**config.mk**
```make
export PLATFORM = sky130hd
export DESIGN_NAME = conv_layer_sequencer
export DESIGN_NICKNAME = d
export VERILOG_FILES = /design/src/rtl/conv_layer_sequencer.sv
export SDC_FILE = /design/constraint.sdc
export NUM_CORES = 1
export LEC_CHECK = 0
export CAP_MARGIN = 30
export CORE_AREA = 2 2 218 220
export CTS_BUF_LIST = sky130_fd_sc_hd__clkbuf_16
export CTS_CLUSTER_DIAMETER = 30
export DETAILED_ROUTE_END_ITERATION = 6
export DIE_AREA = 0 0 220 222
export PLACE_DENSITY = 0.45
export SLEW_MARGIN = 5
export SYNTH_ARGS = -nofsm -noshare
export SYNTH_HDL_FRONTEND = slang
export SYNTH_SLANG_ARGS = --single-unit
export TNS_END_PERCENT = 1
```
**constraint.sdc**
```tcl
create_clock -name clk -period 5.1 [get_ports clk]
set_input_delay 1.02 -clock clk [delete_from_list [all_inputs] [get_ports clk]]
set_output_delay 1.02 -clock clk [all_outputs]
set_load 0.005 [all_outputs]
```
**src/rtl/conv_layer_sequencer.sv**
```systemverilog
// Per-output-channel sequencer for top_level_conv: core reset, kernel load, gated input stream, done wait.
// Optional WAIT_DONE watchdog is built in when CONV_SEQ_WDOG_EN is defined.
module conv_layer_sequencer #(
    parameter int DATA_W        = 256,
    parameter int OUT_CH_W      = 9,
    parameter int BEAT_W        = 21,
    parameter int RST_CYCLES    = 5,
    parameter int SETTLE_CYCLES = 10,
    parameter int WDOG_CYCLES   = 2**20
) (
    input  logic                clk,
    input  logic                aresetn,
    input  logic                start,
    input  logic [OUT_CH_W-1:0] num_out_ch,
    input  logic [1:0]          channel_size_choose,
    input  logic [2:0]          image_size_choose,
    input  logic [DATA_W-1:0]   up_tdata,
    input  logic                up_tvalid,
    output logic                up_tready,
    output logic [DATA_W-1:0]   conv_tdata,
    output logic                conv_tvalid,
    input  logic                conv_tready,
    output logic                conv_tlast,
    output logic                conv_rst_n,
    output logic                conv_load_kernel,
    output logic [1:0]          conv_channel_choose,
    output logic [2:0]          conv_image_choose,
    input  logic                conv_done,
    output logic [OUT_CH_W-1:0] out_ch_idx,
    output logic                busy,
    output logic                layer_done,
    output logic                cfg_err
);

    // state  | meaning
    // IDLE   | waiting for start, core held in reset
    // RST    | core reset asserted for RST_CYCLES
    // LOAD   | one-cycle kernel-load strobe
    // SETTLE | SETTLE_CYCLES idle before streaming
    // STREAM | kernel + image beats gated into the core
    // WAIT   | waiting for conv_done
    // FIN    | one-cycle layer_done pulse
    typedef enum logic [2:0] {
        S_IDLE, S_RST, S_LOAD, S_SETTLE, S_STREAM, S_WAIT, S_FIN
    } state_t;

    localparam int TMR_MAX = (RST_CYCLES > SETTLE_CYCLES) ? RST_CYCLES : SETTLE_CYCLES;
`ifdef CONV_SEQ_WDOG_EN
    localparam int CNT_MAX = (WDOG_CYCLES > TMR_MAX) ? WDOG_CYCLES : TMR_MAX;
`else
    localparam int CNT_MAX = TMR_MAX;
`endif
    localparam int CNT_W = $clog2(CNT_MAX) + 1;

    state_t              state_q, state_d;
    logic [CNT_W-1:0]    cnt_q, cnt_d;
    logic [BEAT_W-1:0]   beat_q, beat_d;
    logic [BEAT_W-1:0]   last_q, last_d;
    logic [OUT_CH_W-1:0] idx_q, idx_d;
    logic [OUT_CH_W-1:0] num_q, num_d;
    logic [1:0]          chan_q, chan_d;
    logic [2:0]          img_q, img_d;
    logic                err_q, err_d;

    logic                cfg_ok;
    logic [BEAT_W-1:0]   c_beats;
    logic [BEAT_W-1:0]   last_beat;
    logic [4:0]          img_sh;

    // N - 1 = C + C*S*S - 1, with S*S = 16 << (2*image_size_choose)
    always_comb begin
        c_beats   = BEAT_W'(256) >> channel_size_choose;
        img_sh    = 5'd4 + {1'b0, image_size_choose, 1'b0};
        last_beat = c_beats + (c_beats << img_sh) - BEAT_W'(1);
        cfg_ok    = (image_size_choose <= 3'd4) && (num_out_ch != '0);
    end

    always_comb begin
        state_d          = state_q;
        cnt_d            = cnt_q;
        beat_d           = beat_q;
        last_d           = last_q;
        idx_d            = idx_q;
        num_d            = num_q;
        chan_d           = chan_q;
        img_d            = img_q;
        err_d            = err_q;
        conv_rst_n       = 1'b1;
        conv_load_kernel = 1'b0;
        conv_tvalid      = 1'b0;
        up_tready        = 1'b0;
        conv_tlast       = 1'b0;
        layer_done       = 1'b0;
        unique case (state_q)
            S_IDLE: begin
                conv_rst_n = 1'b0;
                if (start) begin
                    if (cfg_ok) begin
                        err_d   = 1'b0;
                        num_d   = num_out_ch;
                        chan_d  = channel_size_choose;
                        img_d   = image_size_choose;
                        last_d  = last_beat;
                        idx_d   = '0;
                        cnt_d   = CNT_W'(RST_CYCLES - 1);
                        state_d = S_RST;
                    end else begin
                        err_d = 1'b1;
                    end
                end
            end
            S_RST: begin
                conv_rst_n = 1'b0;
                if (cnt_q == '0) state_d = S_LOAD;
                else             cnt_d   = cnt_q - CNT_W'(1);
            end
            S_LOAD: begin
                conv_load_kernel = 1'b1;
                cnt_d            = CNT_W'(SETTLE_CYCLES - 1);
                state_d          = S_SETTLE;
            end
            S_SETTLE: begin
                if (cnt_q == '0) begin
                    beat_d  = '0;
                    state_d = S_STREAM;
                end else begin
                    cnt_d = cnt_q - CNT_W'(1);
                end
            end
            S_STREAM: begin
                conv_tvalid = up_tvalid;
                up_tready   = conv_tready;
                conv_tlast  = (beat_q == last_q);
                if (up_tvalid && conv_tready) begin
                    if (beat_q == last_q) begin
                        state_d = S_WAIT;
`ifdef CONV_SEQ_WDOG_EN
                        cnt_d   = CNT_W'(WDOG_CYCLES - 1);
`endif
                    end else begin
                        beat_d = beat_q + BEAT_W'(1);
                    end
                end
            end
            S_WAIT: begin
                if (conv_done) begin
                    if (idx_q == num_q - OUT_CH_W'(1)) begin
                        state_d = S_FIN;
                    end else begin
                        idx_d   = idx_q + OUT_CH_W'(1);
                        cnt_d   = CNT_W'(RST_CYCLES - 1);
                        state_d = S_RST;
                    end
                end
`ifdef CONV_SEQ_WDOG_EN
                else if (cnt_q == '0) begin
                    err_d   = 1'b1;
                    state_d = S_FIN;
                end else begin
                    cnt_d = cnt_q - CNT_W'(1);
                end
`endif
            end
            S_FIN: begin
                layer_done = 1'b1;
                state_d    = S_IDLE;
            end
            default: state_d = S_IDLE;
        endcase
    end

    always_ff @(posedge clk) begin
        if (!aresetn) begin
            state_q <= S_IDLE;
            cnt_q   <= '0;
            beat_q  <= '0;
            last_q  <= '0;
            idx_q   <= '0;
            num_q   <= '0;
            chan_q  <= '0;
            img_q   <= '0;
            err_q   <= 1'b0;
        end else begin
            state_q <= state_d;
            cnt_q   <= cnt_d;
            beat_q  <= beat_d;
            last_q  <= last_d;
            idx_q   <= idx_d;
            num_q   <= num_d;
            chan_q  <= chan_d;
            img_q   <= img_d;
            err_q   <= err_d;
        end
    end

    assign conv_tdata          = up_tdata;
    assign conv_channel_choose = chan_q;
    assign conv_image_choose   = img_q;
    assign out_ch_idx          = idx_q;
    assign busy                = (state_q != S_IDLE);
    assign cfg_err             = err_q;

endmodule

```
==> results of run 1 <==
## logic make-up (layout without fill, tap and decap cells)
| logic type | count (synthesis) | after routing | synth area share (%) |
|---|---|---|---|
| xor gates and xnor gates | 49 | 49 | 6.59 |
| muxes | 8 | 8 | 1.28 |
| and+or+nand+nor | 254 | 254 | 18.3 |
| adders and majority gates | 25 | 25 | 4.83 |
| AOI/OAI and AO/OA | 144 | 144 | 14.9 |
| DFF | 70 | 70 | 21.1 |
| buffers and inverters | 323 | 106 | 32.9 |
## cell type report
cell class	count	area, sq um
clock buffer	9	225
multi-input combinational	480	3040
sequential	70	1400
clock inverter	7	65.1
timing repair buffer	51	485
tap	607	759
fill	5365	40100
inverter	39	146
## worst min path at each step
stage                                      end  slack [ns]
final                     conv_image_choose[1]        0.45
after global routing      conv_image_choose[0]        0.48
after CTS                 conv_image_choose[1]        0.46
after detailed placement  conv_image_choose[1]        0.45
after global placement    conv_image_choose[0]        0.45
after floorplan                       cnt_q[1]        0.44
## state kept, by name (all words and copies together) (netlist names)
signal               flops
beat_q                  21
conv_channel_choose      2
cnt_q                    5
conv_image_choose        3
cfg_err                  1
last_q                  17
num_q                    9
state_q                  3
out_ch_idx               9
## cells in the final DEF, fill, tap and decap left out, types with 4 or more instances in the layout
cell type,count
a2111oi_0,4
a211oi_1,12
a21o_1,13
a21oi_1,52
a31o_2,4
a31oi_1,4
and3_1,9
buf_4,10
clkbuf_16,9
clkdlybuf4s50_1,41
dfxtp_1,70
ha_1,24
inv_1,39
mux2_1,4
mux2i_1,4
nand2_1,89
nand2b_1,4
nand3_1,36
nand4_1,9
nor2_1,49
nor2b_1,4
nor3_1,16
nor3b_1,4
nor4_1,9
o2111ai_1,4
o21a_1,6
o21ai_0,15
or4_1,4
xnor2_1,25
xor2_1,23
## worst max-delay path: cells and delay by family
kind	cells	cell delay, ns
fa+ha+maj	4	1.28
compound gates	5	1.49
simple gates	4	0.43
buf+inv	3	0.68
## per-stage QoR
stage	total power [mW]	utilization (%)	hold WS [ns]	cells
after floorplan	1.42	-	0.441	873
after global placement	1.50	12.6	0.446	1247
after detailed placement	1.50	12.6	0.446	1247
after CTS	2.15	13.2	0.455	1263
after global routing	2.28	13.2	0.481	1263
final	2.11	13.2	0.453	1263
## power groups by stage
| stage | logic [mW] | registers, mW | clock network [mW] |
|---|---|---|---|
| after floorplan | 0.750 | 0.674 | 0 |
| after global placement | 0.783 | 0.713 | 0 |
| after detailed placement | 0.791 | 0.713 | 0 |
| after CTS | 0.795 | 0.701 | 0.657 |
| after global routing | 0.888 | 0.718 | 0.678 |
| final | 0.781 | 0.700 | 0.630 |
## layer usage
| metal | vias to the layer above | wire length, microns | GRT usage, % |
|---|---|---|---|
| li1 | 2256 | - | - |
| met1 | 2156 | 7730 | 8.66 |
| met2 | 231 | 8070 | 11.3 |
| met3 | 108 | 2090 | 3.43 |
| met4 | 2 | 1540 | 7.08 |
| met5 | - | 34 | 0.909 |
==> summary.md, run 1 <==
| Metric | Value |
|---|---|
| Status | complete, no violations |
| Final TNS setup | 0 ns |
| Int Pwr | about 1.3 mW |
| Top cells by area, synth | buf_4, dfxtp_1, nand2_1 |
| Switching share of power | 37.3% |
| RSZ-0062 raised after global routing | no |
| Total Wirelength | 19500 microns |
| Post-synth ARST share | 0% |
| Remaining antenna violation count after routing | 0 |
| Antenna Cells | 0 |
| Layout cells sized above 1 | under 10% |
| Share of the synthesized area in the top cell type | about 29% |
| I/O pin count | around 550 |
| Top FF cell, synth | dfxtp_1 |
| # resized after CTS | 0 |
| Slew margin rel. | 41.3% |
| Die area | 0.0488 sq mm |
| Clock root buffer master | clkbuf_16 |
| GRT Util Overall | roughly 7.9% |
| Critical-path top delay cell | a2111oi_0 |
| Hold-fix buffers, CTS | 0 |
| Clk slew on worst S/H paths | 0.06 ns |
| Worst r2r dst | beat_q[11] |
| Count of flip-flops with a built-in enable after synthesis | 0 |
| HP Start | conv_image_choose[1] |
| Setup crit start kind | input port |
| Synthesized instance count | about 870 |
| Syn_nets | 1174 |
| Global-route wire length before repair | 29000 microns |
| Start point of the critical path | image_size_choose[1] |
| Sequential power share | 33.2% |
| Number of max-cap violations | 0 |
| Drt pass-1 iters | 4 |
| Sw Pwr | 788 uW |
| Hold Crit Class | register to register |
| Final setup margin | 0.426 ns |
| FMAX | roughly 210 MHz |
| Most used cell along the critical path | ha_1 |
| Comb power frac | 37.0% |
| Worst Hold Depth | 2 |
| CP required | 5.33 ns |
| Chip width | ~220 microns |
| WP data arrival | roughly 4.9 ns |
| Number of antenna violations at the first check in global routing | 0 |
| Power density cells | around 340 mW/mm^2 |
| Die H | approximately 220 microns |
| Clock power frac | about 30% |
| Std-Cell Rows | between 70 and 80 |
| Gpl congestion | roughly 0.76 |
| Initial Util | 14.3% |
| Worst-margin pin slew | around 0.88 ns |
| Post-synth top area cell | buf_4 |
| Reg-to-reg slack, setup | roughly 2.0 ns |
| Fin. max-slew vios | 0 |
| Detailed-route vias per instance | ~3.8 |
| Num CTS Buffers | 9 |
| CTS Buffer Depth | 2 |
| CP peak stage delay | approximately 0.50 ns |
| Via count | about 4800 |
| Pre-CTS setup slack | 0.0961 ns |
| Worst setup endpoint | last_q[16] |
| Avg WL per Cell | ~15 microns |
| Worst-skew pair later-pin latency | approximately 0.35 ns |
| H-tree depth | 3 |
| Fin nets | about 950 |
| Register bit total from synthesis | 70 |
| GRT overflow | 0 |
| YS warnings | 0 |
| Vias in the first global route | between 4000 and 5000 |
| Synth Cell Area | 0.00663 sq mm |
| P&R area growth vs syn | -7.53% |
| Top cells by count, synth | buf_4, nand2_1, dfxtp_1 |
| Launching point of the worst reg2reg path | state_q[2] |
| Setup Viol. Count Final | 0 |
| Crit-path max FO | 5 |
| Drt first-iter violations | approximately 240 |
| DP Wirelength | roughly 15000 microns |
| Post-synth cell types | 65 |
| Final Cycle Share | around nine tenths |
| Final Hold Fails | 0 |
| CORE AREA | approximately 0.046 sq mm |
| Count leader, synth | buf_4 |
| Period minus WS final | approximately 4.7 ns |
| Critical path class | input port to register |
| Sequential-to-total area share from yosys stat | a little over a fifth |
| CTS tree | done |
| Static leakage | around 2.2 nW |
| Average cell area after synthesis | between 7 and 8 sq um |
| Crit-path cells | clkdlybuf4s50_1, ha_1, nor3_1, nand2_1, ha_1, inv_1, ha_1, fa_1, a21o_1, a21o_1, a2111oi_0, buf_4, nor3b_1, o31ai_1, nor4_1, a211o_1 |
| Post-CTS setup buffers | 0 |
| R2R cell count | 6 |
| I/O Buffers | between 40 and 50 |
| Clk_skew | approximately 0.0097 ns |
| DRC violations left | 0 |
| Peak supply drop | between 0.15 and 0.2 mV |
| Final instance area | ~0.0061 sq mm |
| Dpl cell area | about 0.0058 sq mm |
| # clock sinks | 70 |
| Largest net degree at the start of global routing | 35 |
| Worst Setup End Kind | register |
Note: power is estimated with default switching activity, not from simulation.
==> run 2: changes to the inputs <==
--- a/config.mk
+++ b/config.mk
@@ -6,12 +6,12 @@
 export NUM_CORES = 1
 export LEC_CHECK = 0
 export CAP_MARGIN = 30
-export CORE_AREA = 2 2 218 220
+export CORE_AREA = 3 3 213 215
 export CTS_BUF_LIST = sky130_fd_sc_hd__clkbuf_16
 export CTS_CLUSTER_DIAMETER = 30
 export DETAILED_ROUTE_END_ITERATION = 6
-export DIE_AREA = 0 0 220 222
-export PLACE_DENSITY = 0.45
+export DIE_AREA = 0 0 216 218
+export PLACE_DENSITY = 0.47
 export SLEW_MARGIN = 5
 export SYNTH_ARGS = -nofsm -noshare
 export SYNTH_HDL_FRONTEND = slang
==> run 2 against run 1 <==
  * Sequential power is essentially flat
  * Routed wire length shrank 5.7%
  * Critical endpoint unchanged
  * Global-route usage shrank 0.26 points
  * Non-clock buffer count shrank 1
  * Total power shrank 3.5%
  * Count of clock-buffer cells in the layout is the same
  * Fmax grew 2.2%
  * Largest power group unchanged
  * Clock skew shrank 0.0026 ns
  * Setup slack gained 0.10 ns
==> summary.md, run 2 (synthesized netlist as in run 1, its figures left out) <==
| Metric | Value |
|---|---|
| CP required | about 5.3 ns |
| P&R area growth vs syn | -8.42% |
| FMAX | between 200 and 250 MHz |
| Drt pass-1 iters | 4 |
| DRC violations left | 0 |
| H-tree depth | 3 |
| Hold-fix buffers, CTS | 0 |
| Pre-CTS setup slack | around 0.19 ns |
| Status | complete, no violations |
| Vias in the first global route | roughly 4500 |
| Gpl congestion | approximately 0.75 |
| Crit-path max FO | 5 |
| Regs by FF count | beat_q x21, last_q x17 |
| # clock sinks | 70 |
| Setup Viol. Count Final | 0 |
| Worst-margin pin slew | 0.770 ns |
| Fin nets | around 950 |
| Start point of the critical path | image_size_choose[1] |
| Hold Crit Class | register to register |
| Setup crit start kind | input port |
| WP data arrival | 4.80 ns |
| Clk_skew | around 0.007 ns |
| Die area | around 0.047 sq mm |
| Clk slew on worst S/H paths | ~0.060 ns |
| Fin. max-slew vios | 0 |
| Antenna Cells | 0 |
| Via count | 4751 |
| Drt first-iter violations | 284 |
| Number of max-cap violations | 0 |
| Core Util, Final | between 10 and 15% |
| Initial Util | between 15 and 20% |
| GRT Util Overall | between 7 and 8% |
| Period minus WS final | around 4.6 ns |
| Clock root buffer master | clkbuf_16 |
| Slew margin rel. | between 40% and 50% |
| Total Wirelength | 18400 microns |
| Die H | between 200 and 250 microns |
| RSZ-0062 raised after global routing | no |
| DP Wirelength | around 14000 microns |
| Max reg flops | 21 |
| GRT overflow | 0 |
| Final Cycle Share | about nine tenths |
| Chip width | 216 microns |
| CORE AREA | between 0.04 and 0.05 sq mm |
| CTS tree | done |
| Worst-skew pair later-pin latency | ~0.34 ns |
| Num CTS Buffers | 9 |
| Std-Cell Rows | 77 |
| Global-route wire length before repair | about 28000 microns |
| Largest net degree at the start of global routing | 36 |
| Final TNS setup | 0 ns |
| Remaining antenna violation count after routing | 0 |
| Peak supply drop | between 0.1 and 0.15 mV |
| Final setup margin | ~0.53 ns |
| Power density cells | 336 mW/mm^2 |
| Filler Cell Count | roughly 5100 |
| Launching point of the worst reg2reg path | state_q[0] |
| Final Hold Fails | 0 |
| Top reg by flops | beat_q |
| Layout cells sized above 1 | under 10% |
| # resized after CTS | 0 |
| Critical path class | input port to register |
| Detailed-route vias per instance | 3.81 |
| Number of antenna violations at the first check in global routing | 0 |
| I/O pin count | ~550 |
| Worst Setup End Kind | register |
| CTS Buffer Depth | 2 |
| Post-CTS setup buffers | 0 |
| I/O Buffers | a little over 40 |
| HP Start | conv_image_choose[2] |
| Most common cell after layout, fill and taps aside | nand2_1 |
| Commonest non-fill, non-tap cells in the layout | nand2_1, dfxtp_1, a21oi_1 |
| Avg WL per Cell | roughly 15 microns |
| Static leakage | 2.23 nW |
-- run 2: cell types whose count changed in the layout (fill, tap and decap cells not counted) --
cell,change
clkinv_4,-1
clkinv_2,-1
bufinv_16,-1
buf_4,-1
clkinv_1,+2
inv_1,+1
-- run 2: path summary, 6_finish.rpt --
path,end,slack (ns),cells past startpoint
hold / removal,conv_image_choose[2],0.45,2
setup / recovery,last_q[16],0.53,16
hold reg to reg,conv_image_choose[2],0.45,2
setup reg to reg,beat_q[11],1.93,6
-- run 2: area by class of cell --
cell class | count | area, sq um | share of cell area [%]
flip-flops and latches | 70 | 1400 | 23.1
repair buffers | 50 | 478 | 7.88
well taps | 592 | 741 | 12.2
multi-input cells | 480 | 3040 | 50.2
clock buffers | 9 | 225 | 3.71
clock inverters | 7 | 32.5 | 0.536
inverters | 39 | 146 | 2.41
-- run 2: metrics by stage --
step	area, sq um	hold WS [ns]	total power, mW	cells
after floorplan	6630	0.441	1.42	873
after global placement	5810	0.447	1.49	1231
after detailed placement	5810	0.449	1.50	1231
after CTS	6070	0.456	2.08	1247
after global routing	6070	0.475	2.21	1247
final	6070	0.452	2.04	1247
-- run 2: power by group --
part | total [mW] | internal, mW | switching (mW)
Clock | 0.561 | 0.320 | 0.241
Sequential | 0.700 | 0.619 | 0.0808
Combinational | 0.776 | 0.328 | 0.448
-- run 2: routing by layer --
layer / part of all wire (%) / global-route usage, %
met5: 0.23 / 1.15
met4: 5.8 / 5.30
met3: 11 / 3.73
met2: 44 / 11.3
met1: 39 / 8.44
-- run 2: critical path, cell delays in order --
cell and delay, ns:
clkdlybuf4s50_1 0.43, ha_1 0.37, nor3_1 0.20, nand2_1 0.09, ha_1 0.28, inv_1 0.04, ha_1 0.21, fa_1 0.41
a21o_1 0.18, a21o_1 0.21, a2111oi_0 0.47, buf_4 0.20, nor3b_1 0.06, o31ai_1 0.28, nor4_1 0.08, a211o_1 0.27
